## config.mk

```make
export PLATFORM = sky130hd
export DESIGN_NAME = mac_bringup_ctrl_flat
export DESIGN_NICKNAME = d
export VERILOG_FILES = /design/src/rtl/mac_bringup_if.sv /design/src/rtl/mac_bringup_ctrl.sv /design/src/flat_wrapper.sv
export SDC_FILE = /design/constraint.sdc
export NUM_CORES = 1
export LEC_CHECK = 0
export CAP_MARGIN = 25
export CORE_MARGIN = 2
export CORE_UTILIZATION = 62
export CTS_CLUSTER_SIZE = 20
export DETAILED_ROUTE_END_ITERATION = 8
export PLACE_DENSITY_LB_ADDON = 0.1
export SLEW_MARGIN = 5
export SYNTH_ARGS = -nofsm -noshare
export SYNTH_HDL_FRONTEND = slang
export SYNTH_SLANG_ARGS = --single-unit
```

## constraint.sdc

```tcl
create_clock -name clk -period 5.9 [get_ports clk]
set_input_delay 1.18 -clock clk [delete_from_list [all_inputs] [get_ports clk]]
set_output_delay 1.18 -clock clk [all_outputs]
set_load 0.02 [all_outputs]
```

## src/rtl/mac_bringup_if.sv

```systemverilog
// Status/control bundle between the QSFP 25GE bring-up controller and the GT/MAC core.
// master = controller side, slave = core/user side.
interface mac_bringup_if;
    logic       restart;
    logic       rx_gt_locked;
    logic       rx_block_lock;
    logic       gt_reset;
    logic       mac_reset;
    logic       mac_ready;
    logic       link_down;
    logic       fail;
    logic [2:0] retry_count;
    logic [2:0] state;

    modport master (
        input  restart, rx_gt_locked, rx_block_lock,
        output gt_reset, mac_reset, mac_ready, link_down, fail, retry_count, state
    );

    modport slave (
        output restart, rx_gt_locked, rx_block_lock,
        input  gt_reset, mac_reset, mac_ready, link_down, fail, retry_count, state
    );
endinterface

```

## src/rtl/mac_bringup_ctrl.sv

```systemverilog
// QSFP 25GE link bring-up sequencer: GT reset, GT lock, MAC reset, block lock,
// lock stability, then mac_ready; retries on timeout or lock loss up to MAX_RETRY.
module mac_bringup_ctrl #(
    parameter int RESET_CYCLES       = 16,
    parameter int GT_LOCK_TIMEOUT    = 1048576,
    parameter int BLOCK_LOCK_TIMEOUT = 1048576,
    parameter int STABLE_CYCLES      = 256,
    parameter int MAX_RETRY          = 7,
    parameter int CNT_W              = 24
) (
    input  logic          clk,
    input  logic          sys_reset,
    mac_bringup_if.master bus
);

    typedef enum logic [2:0] {
        ST_RESET_GT   = 3'd0,
        ST_WAIT_GT    = 3'd1,
        ST_RESET_MAC  = 3'd2,
        ST_WAIT_BLOCK = 3'd3,
        ST_STABLE     = 3'd4,
        ST_READY      = 3'd5,
        ST_RETRY      = 3'd6,
        ST_FAIL       = 3'd7
    } state_t;

    localparam logic [CNT_W-1:0] RST_LAST    = CNT_W'(RESET_CYCLES - 1);
    localparam logic [CNT_W-1:0] GT_LAST     = CNT_W'(GT_LOCK_TIMEOUT - 1);
    localparam logic [CNT_W-1:0] BLK_LAST    = CNT_W'(BLOCK_LOCK_TIMEOUT - 1);
    localparam logic [CNT_W-1:0] STABLE_LAST = CNT_W'(STABLE_CYCLES - 1);
    localparam logic [2:0]       RETRY_MAX   = 3'(MAX_RETRY);

    logic gt_meta_q, gt_s_q, blk_meta_q, blk_s_q;

    state_t           state_q, state_d;
    logic [CNT_W-1:0] cnt_q, cnt_d;
    logic [2:0]       retry_q, retry_d, retry_inc;
    logic             gt_reset_q, gt_reset_d;
    logic             mac_reset_q, mac_reset_d;
    logic             ready_q, ready_d;
    logic             link_down_q, link_down_d;
    logic             fail_q, fail_d;

    // Lock status comes from the GT recovered-clock domain.
    always_ff @(posedge clk or posedge sys_reset) begin
        if (sys_reset) begin
            gt_meta_q  <= 1'b0;
            gt_s_q     <= 1'b0;
            blk_meta_q <= 1'b0;
            blk_s_q    <= 1'b0;
        end else begin
            gt_meta_q  <= bus.rx_gt_locked;
            gt_s_q     <= gt_meta_q;
            blk_meta_q <= bus.rx_block_lock;
            blk_s_q    <= blk_meta_q;
        end
    end

    always_ff @(posedge clk or posedge sys_reset) begin
        if (sys_reset) begin
            state_q     <= ST_RESET_GT;
            cnt_q       <= '0;
            retry_q     <= '0;
            gt_reset_q  <= 1'b1;
            mac_reset_q <= 1'b1;
            ready_q     <= 1'b0;
            link_down_q <= 1'b0;
            fail_q      <= 1'b0;
        end else begin
            state_q     <= state_d;
            cnt_q       <= cnt_d;
            retry_q     <= retry_d;
            gt_reset_q  <= gt_reset_d;
            mac_reset_q <= mac_reset_d;
            ready_q     <= ready_d;
            link_down_q <= link_down_d;
            fail_q      <= fail_d;
        end
    end

    always_comb begin
        state_d     = state_q;
        retry_d     = retry_q;
        link_down_d = 1'b0;
        retry_inc   = (retry_q >= RETRY_MAX) ? RETRY_MAX : retry_q + 3'd1;

        if (bus.restart) begin
            state_d = ST_RESET_GT;
            retry_d = '0;
        end else begin
            case (state_q)
                ST_RESET_GT: begin
                    if (cnt_q == RST_LAST) state_d = ST_WAIT_GT;
                end
                ST_WAIT_GT: begin
                    if (gt_s_q)                state_d = ST_RESET_MAC;
                    else if (cnt_q == GT_LAST) state_d = ST_RETRY;
                end
                ST_RESET_MAC: begin
                    if (!gt_s_q)                state_d = ST_RETRY;
                    else if (cnt_q == RST_LAST) state_d = ST_WAIT_BLOCK;
                end
                ST_WAIT_BLOCK: begin
                    if (!gt_s_q)                state_d = ST_RETRY;
                    else if (blk_s_q)           state_d = ST_STABLE;
                    else if (cnt_q == BLK_LAST) state_d = ST_RETRY;
                end
                ST_STABLE: begin
                    // A block-lock dropout here is a re-acquire, not a failure.
                    if (!gt_s_q)                   state_d = ST_RETRY;
                    else if (!blk_s_q)             state_d = ST_WAIT_BLOCK;
                    else if (cnt_q == STABLE_LAST) state_d = ST_READY;
                end
                ST_READY: begin
                    if (!gt_s_q || !blk_s_q) state_d = ST_RETRY;
                end
                ST_RETRY: begin
                    retry_d = retry_inc;
                    state_d = (retry_inc >= RETRY_MAX) ? ST_FAIL : ST_RESET_GT;
                end
                ST_FAIL: begin
                    state_d = ST_FAIL;
                end
            endcase
        end

        if (state_d == ST_READY && state_q != ST_READY) retry_d = '0;
        if (state_q == ST_READY && state_d != ST_READY) link_down_d = 1'b1;

        cnt_d = (bus.restart || state_d != state_q) ? '0 : cnt_q + CNT_W'(1);

        // Outputs are decoded from the next state so they move with state_q.
        gt_reset_d  = state_d inside {ST_RESET_GT, ST_RETRY, ST_FAIL};
        mac_reset_d = state_d inside {ST_RESET_GT, ST_WAIT_GT, ST_RESET_MAC, ST_RETRY, ST_FAIL};
        ready_d     = (state_d == ST_READY);
        fail_d      = (state_d == ST_FAIL);
    end

    assign bus.gt_reset    = gt_reset_q;
    assign bus.mac_reset   = mac_reset_q;
    assign bus.mac_ready   = ready_q;
    assign bus.link_down   = link_down_q;
    assign bus.fail        = fail_q;
    assign bus.retry_count = retry_q;
    assign bus.state       = state_q;

endmodule

```

## src/flat_wrapper.sv

```systemverilog
// flat-port wrapper written by rule: the top's interface ports become plain ports
module mac_bringup_ctrl_flat 
#(
    parameter int RESET_CYCLES       = 16,
    parameter int GT_LOCK_TIMEOUT    = 1048576,
    parameter int BLOCK_LOCK_TIMEOUT = 1048576,
    parameter int STABLE_CYCLES      = 256,
    parameter int MAX_RETRY          = 7,
    parameter int CNT_W              = 24
)
  (clk, sys_reset, bus_restart, bus_rx_gt_locked, bus_rx_block_lock, bus_gt_reset, bus_mac_reset, bus_mac_ready, bus_link_down, bus_fail, bus_retry_count, bus_state);
  mac_bringup_if bus_i ();
  input  logic clk;
  input  logic sys_reset;
  input wire logic [$bits(bus_i.restart)-1:0] bus_restart;
  input wire logic [$bits(bus_i.rx_gt_locked)-1:0] bus_rx_gt_locked;
  input wire logic [$bits(bus_i.rx_block_lock)-1:0] bus_rx_block_lock;
  output wire logic [$bits(bus_i.gt_reset)-1:0] bus_gt_reset;
  output wire logic [$bits(bus_i.mac_reset)-1:0] bus_mac_reset;
  output wire logic [$bits(bus_i.mac_ready)-1:0] bus_mac_ready;
  output wire logic [$bits(bus_i.link_down)-1:0] bus_link_down;
  output wire logic [$bits(bus_i.fail)-1:0] bus_fail;
  output wire logic [$bits(bus_i.retry_count)-1:0] bus_retry_count;
  output wire logic [$bits(bus_i.state)-1:0] bus_state;
  assign bus_i.restart = bus_restart;
  assign bus_i.rx_gt_locked = bus_rx_gt_locked;
  assign bus_i.rx_block_lock = bus_rx_block_lock;
  assign bus_gt_reset = bus_i.gt_reset;
  assign bus_mac_reset = bus_i.mac_reset;
  assign bus_mac_ready = bus_i.mac_ready;
  assign bus_link_down = bus_i.link_down;
  assign bus_fail = bus_i.fail;
  assign bus_retry_count = bus_i.retry_count;
  assign bus_state = bus_i.state;
  mac_bringup_ctrl #(.RESET_CYCLES(RESET_CYCLES), .GT_LOCK_TIMEOUT(GT_LOCK_TIMEOUT), .BLOCK_LOCK_TIMEOUT(BLOCK_LOCK_TIMEOUT), .STABLE_CYCLES(STABLE_CYCLES), .MAX_RETRY(MAX_RETRY), .CNT_W(CNT_W)) u_core (.clk(clk), .sys_reset(sys_reset), .bus(bus_i));
endmodule
```

==> impl_metrics.yaml, run 1 <==
logic_synthesis:
  yosysTopAreaCell: "dfrtp_1"
  ys_seq_area_share_pct: 42.3
  avgSynthCellArea_um2: 10.4
  ys.warnings.count: 0
  synthTopCellsByArea: "dfrtp_1 40%, nor4_2 9.7%, xor2_1 4.5%, xnor2_1 3.8%, nand2_1 3.4%"
  yosys_register_bits: 39
  synth_edf_count: 0
  syn_nets: 231
  synth.most_common_cell: "dfrtp_1"
  synth_area_um2: 2310
  synth_top_area_share_pct: 40.0
  asyncSetResetFlopFracSynth_pct: 100
  synthCells: 223
  ys.flop_type: "dfrtp_1"
  synth_common_cells: "37 x dfrtp_1, 21 x nand2_1, 18 x nor4_2"
  ys_types: 42
final_layout:
  syn2layout_area_growth_pct: 12.6
  num-nets-final: 246
  drive_gt1_share_pct: 18.8
  diodes: 0
  finish.instance_area_um2: 2610
timing:
  max_clock_freq_mhz: 348
  setup_violations: 0
  relSlewSlack_pct: 52.1
  final.setup.worst_slack_ns: 3.02
  hold_viol: 0
  max_slew.worst_pin.slew_ns: 0.712
  finalMaxSlewViolations: 0
  totalNegativeSetupSlack_ns: 0
  finClkSkew_ns: 0.00448
  finalCritPeriodShare_pct: 48.7
  grt_setup_unrepaired: "no"
  fin_crit_ns: 2.88
setup_path:
  path_cells: "clkdlybuf4s50_1"
  path_class: "reg -> out"
  slowest_stage: "clkdlybuf4s50_1"
  critPathMaxFanout: 16
  r2r_cells: 7
  timing.rr.end: "u_core.cnt_q[1]$_DFF_PP0_"
  worstPathRequired_ns: 4.72
  reg2reg_slack_ns: 3.15
  start_kind: "flop"
  max_stage_delay_ns: 0.71
  crit_family: "buffers and inverters"
  worstReg2RegStart: "u_core.cnt_q[20]$_DFF_PP0_"
  cp.arrival_ns: 1.70
  cp_num_buf_inv: 1
  crit_path_end_kind: "primary output"
route:
  drc: 0
  drtIter0Drc: 271
  routed_wl_um: 4600
  firstDrtPassIters: 4
  vias: 1816
  antenna_left: 0
  detail_route.wl_per_cell_um: 16.0
  vias_per_cell: 6.33
flow_run:
  drv_cap: 0
grt:
  grt_max_degree: 40
  track_usage_pct: 25.0
  grt.overflow.total: 0
  grt_pass1_vias: 1700
  antenna_found_initial: 0
  grt_pass1_wl_um: 8040
clock_tree:
  cts_tree: "built"
  clock_sinks: 39
  h-tree-depth: 2
  ctsResizeCount: 0
  clock_latency_ns: 0.29
  clkTransAtPathRegs_ns: 0.08
  cts_root_buf: "clkbuf_8"
  cts_setup_buffers: 0
  cts_buffers: 5
  cts_hold_buf: 0
  cts.path.max_buffers: 2
die:
  core_um2: 3630
  dieArea_um2: 4240
  dieHeight_um: 65.1
  fp.dieW_um: 65.1
  pin_count: 16
  floorplan.initialDensity_pct: 63.7
  rows: 22
hold_path:
  whs_endpoint: "u_core.blk_s_q$_DFF_PP0_"
  hp-class: "reg -> reg"
  hold_path_depth: 0
  hp-start: "u_core.blk_meta_q$_DFF_PP0_"
placed_design:
  port_buffers: 15
  hpwl_um: 3230
  gp_congestion: 0.897
  pre_cts_slack_ns: 2.83
  placed_area_um2: 2490
power:
  power.leakage_nw: 1.02
  p_per_area_nw_per_um2: 217
  ir_drop_uv: 193
status:
  status: "completed"
-- metal layers --
| metal | track usage, % | routed length [µm] | up-vias |
|---|---|---|---|
| li1 | - | - | 853 |
| met1 | 31.2 | 1900 | 894 |
| met2 | 42.9 | 2450 | 60 |
| met3 | 5.73 | 190 | 9 |
| met4 | 8.07 | 67 | 0 |
| met5 | 0 | 0 | - |
-- cell usage in the layout (no fill, tap or decap), drive strengths merged, types with 3 or more instances in the layout --
master	instances
a211oi	8
xor2	12
and2	3
nor3	7
dfrtp	37
nor4	27
inv	6
a31oi	4
xnor2	10
clkbuf	5
a21oi	6
buf	4
ha	3
and3	4
nor2	12
nand4	4
nand2	22
and4	6
clkdlybuf4s50	15
clkinv	3
nand3	15
o21ai	7
-- worst max path at each step --
stage                                  start                        end  slack (ns)  cells past startpoint
3_3_place_gp                     bus_restart  u_core.cnt_q[1]$_DFF_PP0_        2.94                      6
4_1_cts        u_core.bus.state[2]$_DFF_PP0_               bus_state[2]        3.03                      1
2_1_floorplan                    bus_restart  u_core.cnt_q[4]$_DFF_PP0_        3.51                      6
3_5_place_dp                     bus_restart  u_core.cnt_q[1]$_DFF_PP0_        2.83                      6
6_report       u_core.bus.state[2]$_DFF_PP0_               bus_state[2]        3.02                      1
5_1_grt                          bus_restart  u_core.cnt_q[1]$_DFF_PP0_        2.91                      6
-- metrics by stage --
stage / hold slack (ns) / power [mW] / utilization [%] / instances
detailed placement: 0.353 / 0.349 / 68.6 / 279
floorplan: 0.331 / 0.336 / - / 223
finish: 0.371 / 0.566 / 71.7 / 287
CTS: 0.372 / 0.571 / 71.7 / 287
global route: 0.375 / 0.593 / 71.7 / 287
global placement: 0.331 / 0.345 / 68.6 / 279
-- sequential cells by signal, summed over array words and instances, names as in the netlist --
name and flops:
u_core.bus.link_down 1, u_core.bus.fail 1, u_core.gt_meta_q 1, u_core.bus.gt_reset 1, u_core.bus.state 3, u_core.gt_s_q 1
u_core.blk_s_q 1, u_core.bus.retry_count 3, u_core.blk_meta_q 1, u_core.bus.mac_reset 1, u_core.cnt_q 24, u_core.bus.mac_ready 1
-- layout make-up --
type                            instances  area, µm²
Sequential cell                        39        978
Multi-Input combinational cell        166       1250
Fill cell                             269       1030
Clock inverter                          3       43.8
Clock buffer                            5       68.8
Inverter                                7       26.3
Tap cell                               48       60.1
Timing Repair Buffer                   19        180
-- logic make-up after synthesis --
logic type	count (synthesis)	synth area share [%]
simple gates	109	32.9
flops	39	42.3
compound gates	31	9.84
xor+xnor	22	8.33
buf+inv	18	4.06
fa+ha+maj	3	1.62
mux	1	0.973
-- where the power goes --
part	internal [mW]	total [mW]	switching [mW]
clock network	0.126	0.222	0.0957
logic	0.0214	0.0503	0.0289
registers	0.280	0.295	0.0142
total	0.428	0.566	0.139
Note: power is estimated with default switching activity, not from simulation.
==> run 2, diff against run 1 <==
--- a/config.mk
+++ b/config.mk
@@ -7,7 +7,7 @@
 export LEC_CHECK = 0
 export CAP_MARGIN = 25
 export CORE_MARGIN = 2
-export CORE_UTILIZATION = 62
+export CORE_UTILIZATION = 58
 export CTS_CLUSTER_SIZE = 20
 export DETAILED_ROUTE_END_ITERATION = 8
 export PLACE_DENSITY_LB_ADDON = 0.1
==> constraint.sdc (replaced) <==
create_clock -name clk -period 2.8 [get_ports clk]
set_input_delay 0.56 -clock clk [delete_from_list [all_inputs] [get_ports clk]]
set_output_delay 0.56 -clock clk [all_outputs]
set_load 0.02 [all_outputs]
==> impl_metrics.yaml, run 2 (synthesis results as in run 1) <==
final_layout:
  syn2layout_area_growth_pct: 15.0
  largest_reg_flops: 24
  drive_gt1_share_pct: 20.2
  diodes: 0
  final_cell_mix: "37 x dfrtp_1, 21 x nand2_1, 18 x nor4_2, 15 x nand3_1, 15 x clkdlybuf4s50_1"
  regMostFlops: "u_core.cnt_q"
  nFillCells: 279
  num-nets-final: 250
  mostFrequentLayoutCell: "dfrtp_1"
route:
  drc: 0
  detail_route.wl_per_cell_um: 16.9
  vias: 1804
  firstDrtPassIters: 4
  vias_per_cell: 6.20
  routed_wl_um: 4920
  drtIter0Drc: 132
  antenna_left: 0
hold_path:
  hp-class: "reg -> reg"
setup_path:
  path_cells: "or4_4, nor4_4, nand2_2, a221oi_4, buf_4, o21a_1, buf_12, nor4_1"
  path_class: "reg -> reg"
  start_kind: "flop"
  max_stage_delay_ns: 0.57
  slowest_stage: "or4_4"
  crit_path_end_kind: "flop"
  cp.arrival_ns: 2.71
  critPathMaxFanout: 24
  worstPathRequired_ns: 2.96
timing:
  finalCritPeriodShare_pct: 91.1
  hold_viol: 0
  relSlewSlack_pct: 57.9
  totalNegativeSetupSlack_ns: 0
  max_slew.worst_pin.slew_ns: 0.628
  finalMaxSlewViolations: 0
  final.setup.worst_slack_ns: 0.250
  finClkSkew_ns: 0.00700
  max_clock_freq_mhz: 392
  setup_violations: 0
  grt_setup_unrepaired: "no"
  fin_crit_ns: 2.55
clock_tree:
  clkTransAtPathRegs_ns: 0.08
  clock_latency_ns: 0.29
  cts_root_buf: "clkbuf_8"
  cts_tree: "built"
  cts_hold_buf: 0
  ctsResizeCount: 0
  h-tree-depth: 2
  cts.path.max_buffers: 2
  cts_buffers: 5
  clock_sinks: 39
die:
  floorplan.initialDensity_pct: 61.8
  pin_count: 16
  fp.dieW_um: 67.2
  core_um2: 3740
  dieArea_um2: 4510
  rows: 22
  dieHeight_um: 67.2
grt:
  track_usage_pct: 25.3
  grt.overflow.total: 0
  antenna_found_initial: 0
  grt_pass1_vias: 1761
  grt_max_degree: 40
  grt_pass1_wl_um: 8420
placed_design:
  pre_cts_slack_ns: 0.164
  gp_congestion: 0.928
  port_buffers: 15
  hpwl_um: 3480
status:
  status: "completed"
power:
  power.leakage_nw: 1.05
  p_per_area_nw_per_um2: 449
  ir_drop_uv: 363
flow_run:
  drv_cap: 0
-- run 2: cell count changes in the layout (fill, tap and decap cells not counted) --
cell and delta:
buf_12 +2, buf_4 +2
-- run 2: path summary, 6_finish.rpt --
path                                        startpoint                             end  cells past startpoint  slack (ns)
max reg2reg                 u_core.cnt_q[21]$_DFF_PP0_       u_core.cnt_q[2]$_DFF_PP0_                      8        0.25
min in group asynchronous                    sys_reset      u_core.gt_meta_q$_DFF_PP0_                      3        0.68
max in group asynchronous                    sys_reset  u_core.bus.mac_reset$_DFF_PP1_                      3        1.77
min                        u_core.blk_meta_q$_DFF_PP0_        u_core.blk_s_q$_DFF_PP0_                      0        0.36
min reg2reg                u_core.blk_meta_q$_DFF_PP0_        u_core.blk_s_q$_DFF_PP0_                      0        0.36
max                         u_core.cnt_q[21]$_DFF_PP0_       u_core.cnt_q[2]$_DFF_PP0_                      8        0.25
-- run 2: metal layers --
metal	vias up	part of all wire, %	global-route usage [%]
met5	-	0	0
met4	0	1.2	9.95
met3	5	4.1	3.50
met2	39	50	41.3
met1	895	44	34.1
li1	865	-	-
-- run 2: critical path: cells and delay by family (launching register included) --
| kind | cells | cell delay (ns) |
|---|---|---|
| flip-flops | 1 | 0.41 |
| AND/OR/NAND/NOR | 4 | 1.08 |
| AO/OA/AOI/OAI | 2 | 0.51 |
| buffers and inverters | 2 | 0.41 |
-- run 2: cell type report --
| cell class | instances | area (µm²) | share of cell area, % |
|---|---|---|---|
| inverters | 7 | 26.3 | 0.988 |
| well taps | 48 | 60.1 | 2.26 |
| repair buffers | 23 | 235 | 8.84 |
| clock inverters | 3 | 43.8 | 1.65 |
| clock buffers | 5 | 68.8 | 2.59 |
| flip-flops and latches | 39 | 978 | 36.8 |
| multi-input cells | 166 | 1250 | 46.9 |
-- run 2: per-stage QoR --
stage                     hold WS, ns  utilization, %  std cells  cell area (µm²)  power [mW]
after floorplan                 0.331               -        223             2310       0.707
after detailed placement        0.349            67.8        282             2540       0.740
after global placement          0.333            67.8        282             2540       0.732
final                           0.363            71.1        291             2660        1.19
after global routing            0.371            71.1        291             2660        1.25
after CTS                       0.367            70.9        290             2650        1.21
-- run 2: repair_timing --
action                                  CTS  global route
endpoints found under the setup margin    0             2
setup buffers                             0             1
hold endpoints to repair                  0             0
-- run 2: report_power, final --
part	leakage, nW	internal, mW	switching, mW
sequential	0.524	0.591	0.0307
clock	0.0581	0.265	0.199
combinational	0.463	0.0488	0.0595
total	1.05	0.905	0.289
